### src/rtl/bka16_share_arb.sv
// ---------------------------------------------------------------------------
// bka16_share_arb
//   Time-shares one 16-bit Brent-Kung adder between NREQ operand producers.
//   A round-robin arbiter grants one requester per cycle whenever the single
//   response register can take a new result: it is empty, or it is full and
//   being drained in the same cycle. The granted pair is added and the sum,
//   carry-out and requester index are captured one cycle later.
//
// Ports
//   clk        rising-edge clock
//   rst        synchronous reset, active-high
//   req_valid  per-requester operand pair available
//   req_ready  per-requester accept (at most one bit set, Mealy on req_valid)
//   req_a/b    packed operands, requester i at [16*i+15:16*i]
//   rsp_valid  response register holds a result
//   rsp_ready  consumer takes the response this cycle
//   rsp_sum    a+b modulo 2^16
//   rsp_cout   carry out of bit 15
//   rsp_id     index of the requester that produced the result
//   op_count   accepted operations, wraps modulo 2^16
// ---------------------------------------------------------------------------

// 16-bit Brent-Kung adder, no carry-in. Generate/propagate pairs are combined
// in place: an up-sweep builds prefixes at positions 1,3,7,15, then a
// down-sweep fills the remaining positions. Within one level every updated
// position reads a lower position that the level leaves untouched, so the
// in-place update order does not matter.
module bka16_nocin (
    input  logic [15:0] a,
    input  logic [15:0] b,
    output logic [15:0] sum,
    output logic        cout
);
    logic [15:0] g;
    logic [15:0] p;

    always_comb begin
        g = a & b;
        p = a ^ b;
        for (int d = 1; d < 16; d = d * 2) begin
            for (int i = 15; i >= 0; i--) begin
                if (((i + 1) % (2 * d)) == 0) begin
                    g[i] = g[i] | (p[i] & g[i - d]);
                    p[i] = p[i] & p[i - d];
                end
            end
        end
        for (int d = 4; d >= 1; d = d / 2) begin
            for (int i = 15; i >= 0; i--) begin
                if ((((i + 1) % (2 * d)) == d) && (i >= 3 * d - 1)) begin
                    g[i] = g[i] | (p[i] & g[i - d]);
                end
            end
        end
        // g[i] is now the carry out of bit i.
        sum  = (a ^ b) ^ {g[14:0], 1'b0};
        cout = g[15];
    end
endmodule

module bka16_share_arb #(
    parameter int NREQ = 4,
    parameter int IDW  = 2
) (
    input  logic                 clk,
    input  logic                 rst,
    input  logic [NREQ-1:0]      req_valid,
    output logic [NREQ-1:0]      req_ready,
    input  logic [NREQ*16-1:0]   req_a,
    input  logic [NREQ*16-1:0]   req_b,
    output logic                 rsp_valid,
    input  logic                 rsp_ready,
    output logic [15:0]          rsp_sum,
    output logic                 rsp_cout,
    output logic [IDW-1:0]       rsp_id,
    output logic [15:0]          op_count
);
    typedef enum logic {
        ST_EMPTY = 1'b0,
        ST_FULL  = 1'b1
    } rsp_state_t;

    rsp_state_t      state_reg, state_next;
    logic [IDW-1:0]  last_grant_reg;
    logic [15:0]     rsp_sum_reg;
    logic            rsp_cout_reg;
    logic [IDW-1:0]  rsp_id_reg;
    logic [15:0]     op_count_reg;

    logic [15:0]     a_arr [NREQ];
    logic [15:0]     b_arr [NREQ];
    logic [IDW-1:0]  grant_idx;
    logic            grant_found;
    logic            can_acc;
    logic            xfer;
    logic [15:0]     add_sum;
    logic            add_cout;

    // Unpack the flat operand buses into per-requester words.
    genvar gi;
    generate
        for (gi = 0; gi < NREQ; gi++) begin : g_unpack
            assign a_arr[gi] = req_a[16*gi +: 16];
            assign b_arr[gi] = req_b[16*gi +: 16];
        end
    endgenerate

    // Round-robin search starting just above last_grant. Scanning from the
    // farthest candidate down to the nearest lets the nearest valid one win.
    always_comb begin
        grant_found = 1'b0;
        grant_idx   = '0;
        for (int k = NREQ; k >= 1; k--) begin
            int idx;
            idx = int'(last_grant_reg) + k;
            if (idx >= NREQ) idx = idx - NREQ;
            if (req_valid[idx]) begin
                grant_found = 1'b1;
                grant_idx   = IDW'(idx);
            end
        end
    end

    assign can_acc   = (state_reg == ST_EMPTY) || rsp_ready;
    assign xfer      = grant_found && can_acc && !rst;
    assign req_ready = xfer ? (NREQ'(1) << grant_idx) : '0;

    bka16_nocin u_add (
        .a    (a_arr[grant_idx]),
        .b    (b_arr[grant_idx]),
        .sum  (add_sum),
        .cout (add_cout)
    );

    // Response occupancy: a new accept always leaves the register full,
    // even when the old result drains at the same edge.
    always_comb begin
        state_next = state_reg;
        case (state_reg)
            ST_EMPTY: if (xfer) state_next = ST_FULL;
            ST_FULL: begin
                if (xfer)           state_next = ST_FULL;
                else if (rsp_ready) state_next = ST_EMPTY;
            end
            default: state_next = ST_EMPTY;
        endcase
    end

    always_ff @(posedge clk) begin
        if (rst) begin
            state_reg      <= ST_EMPTY;
            last_grant_reg <= IDW'(NREQ - 1);
            rsp_sum_reg    <= '0;
            rsp_cout_reg   <= 1'b0;
            rsp_id_reg     <= '0;
            op_count_reg   <= '0;
        end else begin
            state_reg <= state_next;
            if (xfer) begin
                rsp_sum_reg    <= add_sum;
                rsp_cout_reg   <= add_cout;
                rsp_id_reg     <= grant_idx;
                last_grant_reg <= grant_idx;
                op_count_reg   <= op_count_reg + 16'd1;
            end
        end
    end

    assign rsp_valid = (state_reg == ST_FULL);
    assign rsp_sum   = rsp_sum_reg;
    assign rsp_cout  = rsp_cout_reg;
    assign rsp_id    = rsp_id_reg;
    assign op_count  = op_count_reg;
endmodule

### config.mk
export PLATFORM = sky130hd
export DESIGN_NAME = bka16_share_arb
export DESIGN_NICKNAME = d
export VERILOG_FILES = /design/src/rtl/bka16_share_arb.sv
export SDC_FILE = /design/constraint.sdc
export NUM_CORES = 1
export LEC_CHECK = 0
export CAP_MARGIN = 20
export CORE_MARGIN = 5
export CORE_UTILIZATION = 44
export DETAILED_ROUTE_END_ITERATION = 8
export GPL_ROUTABILITY_DRIVEN = 0
export PLACE_DENSITY = 0.9
export SYNTH_ARGS = -nofsm -noshare
export SYNTH_HDL_FRONTEND = slang
export SYNTH_SLANG_ARGS = --single-unit
### constraint.sdc
create_clock -name clk -period 7.9 [get_ports clk]
set_input_delay 1.58 -clock clk [delete_from_list [all_inputs] [get_ports clk]]
set_output_delay 1.58 -clock clk [all_outputs]
set_load 0.03 [all_outputs]
# --- Yosys cells after proc, flatten, opt, wreduce, memory -nomap -nowiden ---
# Index checks and enable logic that the tools add are counted.
totals:
  ff_bits: 38
  in_bits: 135
  output_inout_bits: 40
  word_cells: 132
classes:
  addsub: 9
  magnitude_cmp: 9
  shifts: 1
  muxes: 35
  bitwise: 68
  reduce_logical: 4
op_table:
  columns: ["operator", "n"]
  rows:
  - ["$lt A32 B4 Y1 const B", 4]
  - ["$mux W32", 4]
  - ["$bmux W16 S2", 2]
  - ["$mux W16", 4]
  - ["$and A1 B1 Y1", 37]
  - ["$xor A16 B16 Y16", 2]
  - ["$or A1 B1 Y1", 26]
  - ["$add A16 B1 Y16 const B", 1]
  - ["$and A16 B16 Y16", 1]
  - ["$mux W1", 15]
  - ["$ge A3 B3 Y1 const B", 4]
  - ["$sub A3 B3 Y4 const B", 3]
  - ["$bmux W1 S2", 4]
  - ["$mux W2", 4]
  - ["$add A2 B2 Y3 const B", 2]
  - ["$sub A4 B3 Y5 const B", 1]
  - ["$add A2 B3 Y4 const B", 1]
  - ["$ge A4 B3 Y1 const B", 1]
  - ["$mux W4", 1]
  - ["$shl A1 B2 Y4 const A", 1]
  - ["$add A2 B1 Y3 const B", 1]
  - ["$not A2 Y3", 1]
  - ["$logic_and A1 B1 Y1", 2]
  - ["$pmux W1 S2", 1]
  - ["other kinds (3)", 3]

# --- Depth between registers and ports, before layout ---
# Gate-level depths: netlist of the first run.
logic_depth:
  word_depth: 28
  mapped_depth: 18
  ltp_nobuf: 16

# --- Cells and area by module ---
# From an unflattened synthesis of the first run, not the netlist that was laid out.
hier_totals:
  cells_unflattened: 451
  hier_area_um2: 3210.6
modules_own_cells:
  columns: ["module", "n_inst", "cells_each", "area_each_um2", "seq_area_each_um2"]
  rows:
  - ["bka16_share_arb", 1, 379, 2567.5, 760.7]
  - ["bka16_nocin", 1, 72, 643.1, 0.0]

# --- Worst setup path after synthesis of the first run ---
# Ideal clock, no wire load.
synth_path:
  path_kind: "input-to-output"
  start: "input port req_valid[3]"
  end: "output port req_ready[2]"
  t_arrival_ps: 3411
  slack_ps: 2909
  stages: 6
  path_cell_list: "nor2b_1 > o21ai_1 > o311ai_4 > buf_6 > buf_4 > nor4_1"
synth_via:
  elab_chain_cells: 10
  elab_cells_between_ends: 24
synth_rtl:
  columns: ["item", "line", "text"]
  rows:
  - ["start: declaration", "67", "input logic [NREQ-1:0] req_valid,"]
  - ["$bmux W1 S2", "117", "if (req_valid[idx]) begin"]
  - ["$mux W1 (not written as such) (2 in series)", "117", null]
  - ["$mux W1 (4 in series)", "117", null]
  - ["$logic_and A1 B1 Y1 (2 in series)", "125", "assign xfer = grant_found && can_acc && !rst;"]
  - ["$mux W4 (*)", "126", "assign req_ready = xfer ? (NREQ'(1) << grant_idx) : '0;"]
  - ["end: declaration", "68", "output logic [NREQ-1:0] req_ready,"]
# Every way passes the cells marked *; elsewhere a longest branch is shown, timed or not. The select of a mux whose other input is x is not followed.

# --- Worst setup path in the final report of the first run ---
layout_path:
  start: "input port req_valid[1]"
  end: "register rsp_sum_reg[10], in the netlist rsp_sum[10]"
layout_via:
  elab_chain_cells: 21
  elab_cells_between_ends: 55
layout_rtl:
  columns: ["item", "line", "text"]
  rows:
  - ["$bmux W1 S2", "117", null]
  - ["$mux W1 (not written as such) (2 in series)", "117", null]
  - ["$mux W2 (4 in series)", "117", null]
  - ["$not A2 Y3 (not written as such)", "129, 130", null]
  - ["$bmux W16 S2 (on tied branches)", "129, 130", null]
  - ["$mux W16 (on tied branches) (2 in series)", "129, 130", null]
  - ["$xor A16 B16 Y16 / $and A16 B16 Y16 (equally long branches)", "39, 56, 38", null]
  - ["$and A1 B1 Y1", "43", "g[i] = g[i] | (p[i] & g[i - d]);"]
  - ["$or A1 B1 Y1", "43", null]
  - ["$and A1 B1 Y1", "43", null]
  - ["$or A1 B1 Y1", "43", null]
  - ["$and A1 B1 Y1", "43", null]
  - ["$or A1 B1 Y1", "43", null]
  - ["$and A1 B1 Y1", "51", "g[i] = g[i] | (p[i] & g[i - d]);"]
  - ["$or A1 B1 Y1", "51", null]
  - ["$xor A16 B16 Y16", "56", "sum = (a ^ b) ^ {g[14:0], 1'b0};"]
  - ["end signal: assignment", "160", "rsp_sum_reg <= add_sum;"]
  - ["end: declaration", "85", "logic [15:0] rsp_sum_reg;"]
# Several ways; a longest one is shown, not always the timed one. The select of a mux whose other input is x is not followed.
# A chain may end at the register's enable or synchronous reset.

==> run_results.csv, run 1 <==
group,metric,value,unit
global_routing,globalRouteMet3Util,5.31,%
setup_path,critPathLaunchType,"primary input",
synth,avgSynthCellArea,9.32,µm²
layout,syn2layout_area_growth,53.7,%
synth,yosysWarnings,0,
layout,most-common-layout-cells,"clkdlybuf4s50_1, mux2i_1, dfxtp_1",
floorplan,chipWidth,98.7,µm
global_routing,use_met1,22.5,%
cts,ctsHtreeMaxLevel,2,
power,power_leakage,0.00224,µW
setup_path,crit_fanout,36,
setup_path,worst-endpoint-required,8100,ps
floorplan,std_cell_rows,32,
setup_path,cp_slowest_stage_delay,800,ps
cts,clkTransAtPathRegs,70,ps
sta,fin_worst_skew,7.41,ps
sta,setup_repair_after_global_routing_missed_its_margin,"no",
layout,fin_nets,688,
synth,synthFlopType,"dfxtp_1",
power,power.density_cell_area,193,nW/µm²
sta,max_clock_freq,167,MHz
layout,final_common_cell,"clkdlybuf4s50_1",
layout,fill_cells,618,
sta,timing_worst_slew_pin_value,981,ps
cts,postCtsSetupRepairBufs,0,
global_routing,antenna_violations_before_repair,0,
synth,postSynthRegisterBits,38,
cts,clk-insertion-delay-late,280,ps
setup_path,crit_path_top_delay_cell,"o311ai_4",
synth,synthesis.area,3460,µm²
setup_path,cp_num_cells,14,
layout,final_design_area_no_fill,5310,µm²
place,post_dp_cell_area,5170,µm²
synth,post_synth_inst_count,371,
synth,yosysUniqueCellTypes,46,
setup_path,setup.worst_path.end_class,"register",
setup_path,worst-setup-path-type,"in -> reg",
global_routing,use_met2,36.7,%
setup_path,timing.critical_path.arrival,6200,ps
layout,post_route_cells_drive_above_1_share,6.98,%
layout,register_area,761,µm²
global_routing,globalRouteTotalUtil,20.0,%
run_status,run_status,"finished, final reports clean",
detailed_routing,drcViolationCount,0,
setup_path,crit_family,"compound AO/OA/AOI/OAI gates",
synth,proportion_of_synthesized_flip_flops_having_asynchronous_set_or_reset,0,%
layout,multi_input_comb_area,2520,µm²
global_routing,grt_remaining_overflow,0,
cts,numCtsBuffers,5,
synth,synth_edf_count,0,
sta,fin_crit_sh,75.9,%
cts,holdBufCountCts,0,
sta,finalHoldViolCount,0,
floorplan,initial_core_util,45.0,%
global_routing,global_route_wire_length_before_repair,16100,µm
min_path,whs_path_depth,2,
sta,final_critical_delay_including_setup_and_external_delays,5990,ps
cts,clock_tree_from_tritoncts,"done",
place,buffers_on_ports,174,
detailed_routing,postRouteWirelength,10000,µm
detailed_routing,route.antenna.remaining_nets,0,
sta,final_max_slew_viol_count,0,
floorplan,num_io_pins,175,
sta,tns,0,ps
cts,cts-resized-gates,0,
setup_path,r2r_cells,14,
cts,cell_at_the_root_of_the_clock_tree,"clkbuf_8",
floorplan,floorplan.die_area,9730,µm²
place,post-dp-hpwl,8410,µm
setup_path,timing.critical_path.buf_inv,2,
floorplan,die_h,98.7,µm
synth,synth-seq-area-share,22.0,%
cts,sinks_on_the_clock_net,38,
min_path,worst_min_path_class,"reg -> reg",
power,max-vdd-ir-drop,0.000116,V
detailed_routing,first_iter_violations,84,
sta,setup_viol_count_final,0,
sta,timing.slew.headroom,34.5,%
detailed_routing,via_per_inst,5.32,
synth,syn_nets,530,
layout,num_antenna_cells,0,
job,cap_violations,0,
global_routing,vias_in_the_first_global_route,3451,
detailed_routing,dr.pass1.iters,4,
setup_path,crit_chain,"clkdlybuf4s50_1 > nor2_1 > o311ai_4 > buf_4 > mux2i_1 > ha_1 > fa_1 > a21o_1 > a31oi_1 > a21boi_0 > or2_2 > a31oi_1 > fa_1 > a211oi_2",
cts,cts_buffer_depth,2,
global_routing,grt.busiest_layer,"met2",
floorplan,floorplan.core_area,7690,µm²
detailed_routing,vias,3360,
detailed_routing,routedWlPerCell,15.8,µm
global_routing,grt_max_degree,70,
-- cell usage after synthesis, types with 2 or more instances --
master    count  area, µm²
a211oi_2      7       87.6
a21o_1        5       37.5
a21oi_1      20        100
a31oi_1       3       18.8
and2_1        2       12.5
and3_1        4       25.0
and4_1        2       17.5
buf_2         7       35.0
buf_4         5       37.5
buf_6         5       56.3
clkbuf_1      5       18.8
dfxtp_1      38        761
fa_1          8        160
ha_1         16        200
inv_1         4       15.0
mux2_2       14        158
mux2i_1      96        961
nand2_1      29        109
nand2b_1      4       25.0
nand3_1       6       30.0
nand4_1       3       18.8
nor2_1       31        116
nor2b_1       2       12.5
nor3_1        4       20.0
nor4_1        4       25.0
nor4b_1       3       26.3
o211ai_1      2       15.0
o21ai_0       3       15.0
o21bai_1      3       22.5
or3_1         3       18.8
xnor2_1      14        123
xor2_1        5       43.8
-- area by class of cell --
type	count	area share (%)
Clock buffer	6	1.55
Clock inverter	2	1.13
Inverter	4	0.283
Multi-Input combinational cell	305	47.5
Sequential cell	38	14.3
Tap cell	102	2.40
Timing Repair Buffer	175	32.8
-- worst paths after layout --
check / from / to / slack (ps)
worst max-delay path: req_valid[1] / rsp_sum[10]$_SDFFE_PP0P_ / 1910
worst min-delay path: rsp_sum[3]$_SDFFE_PP0P_ / rsp_sum[3]$_SDFFE_PP0P_ / 460
worst max register to register: last_grant_reg[0]$_SDFFE_PP1P_ / rsp_sum[10]$_SDFFE_PP0P_ / 3570
worst min register to register: rsp_sum[3]$_SDFFE_PP0P_ / rsp_sum[3]$_SDFFE_PP0P_ / 460
-- metrics by stage --
| stage | power, µW | util, % | setup WS [ps] | hold WS, ps | instances |
|---|---|---|---|---|---|
| detailed placement | 830 | 67.3 | 1610 | 449 | 624 |
| CTS | 1040 | 69.1 | 1900 | 460 | 632 |
| floorplan | 633 | - | 2910 | 485 | 371 |
| global placement | 814 | 67.3 | 1800 | 439 | 624 |
| global route | 1090 | 69.1 | 1600 | 483 | 632 |
| finish | 1030 | 69.1 | 1910 | 457 | 632 |
-- kinds of logic (layout without fill, tap and decap cells) --
logic type	after synthesis	after routing	share of synthesized area, %
flip-flops	38	38	22.0
multiplexers	110	110	32.3
buffers and inverters	28	187	5.25
AND/OR/NAND/NOR	101	101	14.3
adder cells (fa/ha/maj)	24	24	10.4
XOR/XNOR	19	19	4.81
AO/OA/AOI/OAI	51	51	10.9
-- where the power goes --
group | switching, µW | internal (µW)
registers | 18.7 | 224
logic | 289 | 291
clock network | 67.6 | 135
-- tightest hold or removal path, delay by kind of cell, from the launching register on --
kind	cells	cell delay [ps]
compound gates	1	50
flops	1	310
simple gates	1	50
-- layer usage --
metal  wire length [µm]  vias up
met4                272        0
met5                  0        -
met2               5200      141
met3                801       23
li1                   -     1663
met1               3740     1533
Power figures use the tool's default switching activity.
==> run 2, diff against run 1 <==
--- a/config.mk
+++ b/config.mk
@@ -7,10 +7,10 @@
 export LEC_CHECK = 0
 export CAP_MARGIN = 20
 export CORE_MARGIN = 5
-export CORE_UTILIZATION = 44
+export CORE_UTILIZATION = 41
 export DETAILED_ROUTE_END_ITERATION = 8
 export GPL_ROUTABILITY_DRIVEN = 0
-export PLACE_DENSITY = 0.9
+export PLACE_DENSITY = 0.85
 export SYNTH_ARGS = -nofsm -noshare
 export SYNTH_HDL_FRONTEND = slang
 export SYNTH_SLANG_ARGS = --single-unit
==> constraint.sdc (replaced) <==
create_clock -name clk -period 6.1 [get_ports clk]
set_input_delay 1.22 -clock clk [delete_from_list [all_inputs] [get_ports clk]]
set_output_delay 1.22 -clock clk [all_outputs]
set_load 0.03 [all_outputs]
==> run 2 against run 1 <==
Compared with the run above:
- largest cell class unchanged
- critical path type unchanged
- wire length grew 0.53%
- clock power increased by 29%
- sequential power rose by 30%
==> run_results.csv, run 2 (synthesis gave the netlist of run 1 again) <==
group,metric,value,unit
detailed_routing,route.antenna.remaining_nets,0,
cts,sinks_on_the_clock_net,38,
cts,holdBufCountCts,0,
sta,fin_crit_sh,86.7,%
cts,cts-resized-gates,0,
place,post-dp-hpwl,8360,µm
global_routing,grt_max_degree,52,
setup_path,worst-setup-path-type,"in -> reg",
floorplan,std_cell_rows,33,
min_path,worst_min_path_class,"reg -> reg",
floorplan,chipWidth,102,µm
layout,final_common_cell,"clkdlybuf4s50_1",
setup_path,setup.worst_path.end_class,"register",
global_routing,grt_remaining_overflow,0,
cts,numCtsBuffers,5,
setup_path,critPathLaunchType,"primary input",
sta,final_max_slew_viol_count,0,
setup_path,crit_fanout,48,
layout,syn2layout_area_growth,54.6,%
cts,clock_tree_from_tritoncts,"done",
global_routing,antenna_violations_before_repair,0,
detailed_routing,first_iter_violations,73,
global_routing,global_route_wire_length_before_repair,15300,µm
cts,clkTransAtPathRegs,80,ps
detailed_routing,vias,3318,
detailed_routing,via_per_inst,5.21,
global_routing,vias_in_the_first_global_route,3315,
floorplan,num_io_pins,175,
layout,fill_cells,649,
sta,max_clock_freq,189,MHz
place,place_inst,629,
floorplan,floorplan.core_area,8220,µm²
cts,ctsHtreeMaxLevel,2,
setup_path,worst-endpoint-required,6300,ps
sta,timing_worst_slew_pin_value,890,ps
detailed_routing,routedWlPerCell,15.8,µm
cts,cts_buffer_depth,2,
power,power.density_cell_area,248,nW/µm²
sta,finalHoldViolCount,0,
global_routing,globalRouteTotalUtil,18.2,%
layout,final_standard_cell_count_with_taps_included_and_fillers_excluded,637,
power,max-vdd-ir-drop,0.000136,V
layout,num_antenna_cells,0,
sta,final_critical_delay_including_setup_and_external_delays,5290,ps
detailed_routing,drcViolationCount,0,
run_status,run_status,"finished, final reports clean",
layout,most-common-layout-cells,"clkdlybuf4s50_1, mux2i_1, dfxtp_1",
detailed_routing,postRouteWirelength,10100,µm
cts,postCtsSetupRepairBufs,0,
layout,post_route_cells_drive_above_1_share,7.33,%
job,cap_violations,0,
sta,setup_viol_count_final,0,
place,buffers_on_ports,174,
floorplan,floorplan.die_area,10400,µm²
floorplan,initial_core_util,42.1,%
layout,multi_input_comb_area,2520,µm²
cts,cell_at_the_root_of_the_clock_tree,"clkbuf_8",
sta,tns,0,ps
layout,register_area,761,µm²
power,power_leakage,0.00225,µW
cts,clk-insertion-delay-late,280,ps
floorplan,die_h,102,µm
detailed_routing,dr.pass1.iters,4,
layout,fin_nets,690,
sta,timing.slew.headroom,40.7,%
setup_path,timing.critical_path.arrival,5490,ps
sta,fin_worst_skew,7.60,ps
sta,setup_repair_after_global_routing_missed_its_margin,"no",
[run 2: path summary, 6_finish.rpt]
kind	startpoint	endpoint	slack, ps	cells past startpoint
max reg2reg	last_grant_reg[0]$_SDFFE_PP1P_	rsp_sum[10]$_SDFFE_PP0P_	1960	14
max	req_valid[0]	rsp_sum[10]$_SDFFE_PP0P_	810	15
min	rsp_sum[9]$_SDFFE_PP0P_	rsp_sum[9]$_SDFFE_PP0P_	450	2
min reg2reg	rsp_sum[9]$_SDFFE_PP0P_	rsp_sum[9]$_SDFFE_PP0P_	450	2
[run 2: critical path: stages]
cell and delay, ps:
clkdlybuf4s50_1 610, nor2_1 90, nor2_1 140, a21o_4 600
buf_4 440, mux2i_1 260, mux2i_1 110, ha_1 340
and3_1 160, a31oi_1 190, a21boi_0 100, or2_2 290
a31oi_1 230, fa_1 470, a211oi_2 200
[run 2: where the power goes]
| group | total (µW) | internal, µW | switching (µW) | leakage [µW] |
|---|---|---|---|---|
| Sequential | 316 | 290 | 25.3 | 0.000312 |
| Clock | 260 | 174 | 85.6 | 0.0000714 |
| Combinational | 751 | 377 | 374 | 0.00187 |
[run 2: final cells by class]
class | instances | share of cell area [%]
sequential | 38 | 14.2
clock inverter | 2 | 1.12
timing repair buffer | 177 | 33.1
clock buffer | 6 | 1.54
multi-input combinational | 305 | 47.2
tap | 105 | 2.46
inverter | 4 | 0.281
[run 2: metrics by stage]
stage / area (µm²) / setup WS, ps / util [%] / power [µW] / hold WS [ps]
after floorplan: 3460 / 1690 / - / 820 / 485
after global placement: 5200 / 791 / 63.3 / 1050 / 439
after detailed placement: 5200 / 519 / 63.3 / 1080 / 444
after CTS: 5350 / 798 / 65.1 / 1340 / 454
after global routing: 5350 / 588 / 65.1 / 1410 / 476
final: 5350 / 814 / 65.1 / 1330 / 453
[run 2: metal layers]
layer	track usage, %	vias to the layer above	routed length, µm
met3	3.75	6	726
met5	0	-	0
met1	21.0	1523	4020
met4	2.62	0	47
met2	35.2	119	5270
li1	-	1670	-
==> RTL change (config.mk and constraints of run 1) <==
Make the reset (`rst`) asynchronous in one clocked block. Comments in the files are not updated.
--- a/src/rtl/bka16_share_arb.sv
+++ b/src/rtl/bka16_share_arb.sv
@@ -146,7 +146,7 @@
         endcase
     end
 
-    always_ff @(posedge clk) begin
+    always_ff @(posedge clk or posedge rst) begin
         if (rst) begin
             state_reg      <= ST_EMPTY;
             last_grant_reg <= IDW'(NREQ - 1);
Function: differs if rst is asserted again (counterexample within 4 cycles, from zero or initial values and one cycle with rst high); with rst held inactive, the same outputs for 10 cycles.
==> RTL change against run 1 <==
- sequential cell count did not move
- non-clock buffer count rose by 6
- worst setup slack better by 120 ps
- final area decreased by 3.0%
- power up 40%
- synthesized cell count grew 12%
- utilization up 1.2 points
- synthesized area decreased by 3.5%
- routed wire length up 11%
- sequential share of layout area is 4.2 points higher
- largest cell class unchanged
==> RTL change: results (changes against run 1) <==
* CP Max Fanout at 45 (+25%)
* F_max at 170 MHz (+2.0%)
* First-pass GRT wire length at 17.7 mm (+10%)
* Worst EP arrival at 4290 ps (-1910 ps)
* Final wirelength at 11.1 mm (+11%)
* Worst vdd ir at 110 uV (-4.9%)
* 1st-iter DRT viols at 213 (+150%)
* Filler instances at 553 (-11%)
* Drt first pass iters at 5 (+1)
* Dpl ws at 1930 ps (+321 ps)
* Vias in the first global route at 3,719 (+7.8%)
* Delay-heaviest family, CP: buffers and inverters
* Hold WS at 486 ps (+29.4 ps)
* Nets at 734 (+6.7%)
* Leakage at 2.15 nW (-3.8%)
* Max incr delay on CP at 690 ps (-110 ps)
* Largest net degree at the start of global routing at 46 (-34%)
* Dpl hpwl at 9.12 mm (+8.4%)
* Commonest cells in the netlist: 134 x nand2_1, 40 x a21oi_1, 36 x dfrtp_1, 32 x a32oi_1, 18 x o21ai_0
* Outcome: complete, no violations
* Layout cell share with drive strength beyond 1 at 4.17% (-2.8 points)
* Post-Syn Nets at 576 (+8.7%)
* Worst Hold Launch: rsp_sum[13]
* Critical path startpoint: req_valid[0]
* Synth Flop Type: dfrtp_1
* Fraction of registers with async set/reset at 100% (+100 points)
* Gr usage total at 22.5% (+2.5 points)
* Post-synthesis sequential area ratio at 28.6% (+6.6 points)
* Vias per Instance at 5.54 (+4.2%)
* Worst Clk Skew at 4.80 ps (-2.61 ps)
* Synth top area cells: dfrtp_1 27%, nand2_1 15%, a32oi_1 8.4%, a21oi_1 6.0%, ha_1 6.0%
* Synth cell types at 44 (-4.3%)
-- RTL change: changes by cell type in the layout (fill, tap and decap cells not counted), sizes merged, moves of 14 or more --
cell and delta:
o21ai +18, dfxtp -38, dfrtp +36, a32oi +32, a32o +14, nand2 +105
mux2 -14, nor2 -22, a21oi +20, mux2i -95
-- RTL change: per-layer routing --
| layer | GRT usage [%] | part of all wire [%] | vias to the layer above |
|---|---|---|---|
| met4 | 7.88 | 2.1 | 0 |
| met5 | 0 | 0 | - |
| li1 | - | - | 1807 |
| met2 | 39.4 | 51 | 191 |
| met3 | 6.89 | 9.3 | 20 |
| met1 | 25.8 | 38 | 1723 |
-- RTL change: report_power, final --
| group | total, mW | internal (mW) | switching, mW |
|---|---|---|---|
| clock | 0.136 | 0.0701 | 0.0662 |
| combinational | 0.987 | 0.427 | 0.560 |
| sequential | 0.311 | 0.262 | 0.0498 |
-- RTL change: through the flow --
step,cell area (um^2),power (mW),instances
2_1_floorplan,3340,0.972,417
3_3_place_gp,5060,1.26,667
3_5_place_dp,5060,1.30,667
4_1_cts,5150,1.44,675
5_1_grt,5150,1.55,675
6_report,5150,1.43,675
-- RTL change: worst paths after layout --
check                                          to  depth (start not counted)
max in group asynchronous       last_grant_reg[0]                          3
worst min register to register        rsp_sum[13]                          2
min in group asynchronous               rsp_valid                          2
worst max register to register        rsp_sum[15]                         16
worst max-delay path                 req_ready[1]                          7
worst min-delay path                  rsp_sum[13]                          2
-- RTL change: cell type report --
| cell class | instances | area share (%) |
|---|---|---|
| Inverter | 4 | 0.291 |
| Sequential cell | 38 | 18.5 |
| Clock inverter | 2 | 0.243 |
| Tap cell | 99 | 2.40 |
| Timing Repair Buffer | 181 | 34.8 |
| Clock buffer | 6 | 1.60 |
| Multi-Input combinational cell | 345 | 42.1 |
-- RTL change: tightest hold or removal path, delay by kind of cell, from the launching register on --
kind | cells | cell delay, ps
flip-flops | 1 | 350
AO/OA/AOI/OAI | 1 | 60
AND/OR/NAND/NOR | 1 | 50
-- RTL change: logic make-up after synthesis --
group,after synthesis,share of synthesized area [%]
compound gates,120,24.7
xor+xnor,22,5.78
fa+ha+maj,24,10.8
buf+inv,34,6.75
flops,38,28.6
mux,1,0.300
simple gates,178,23.1
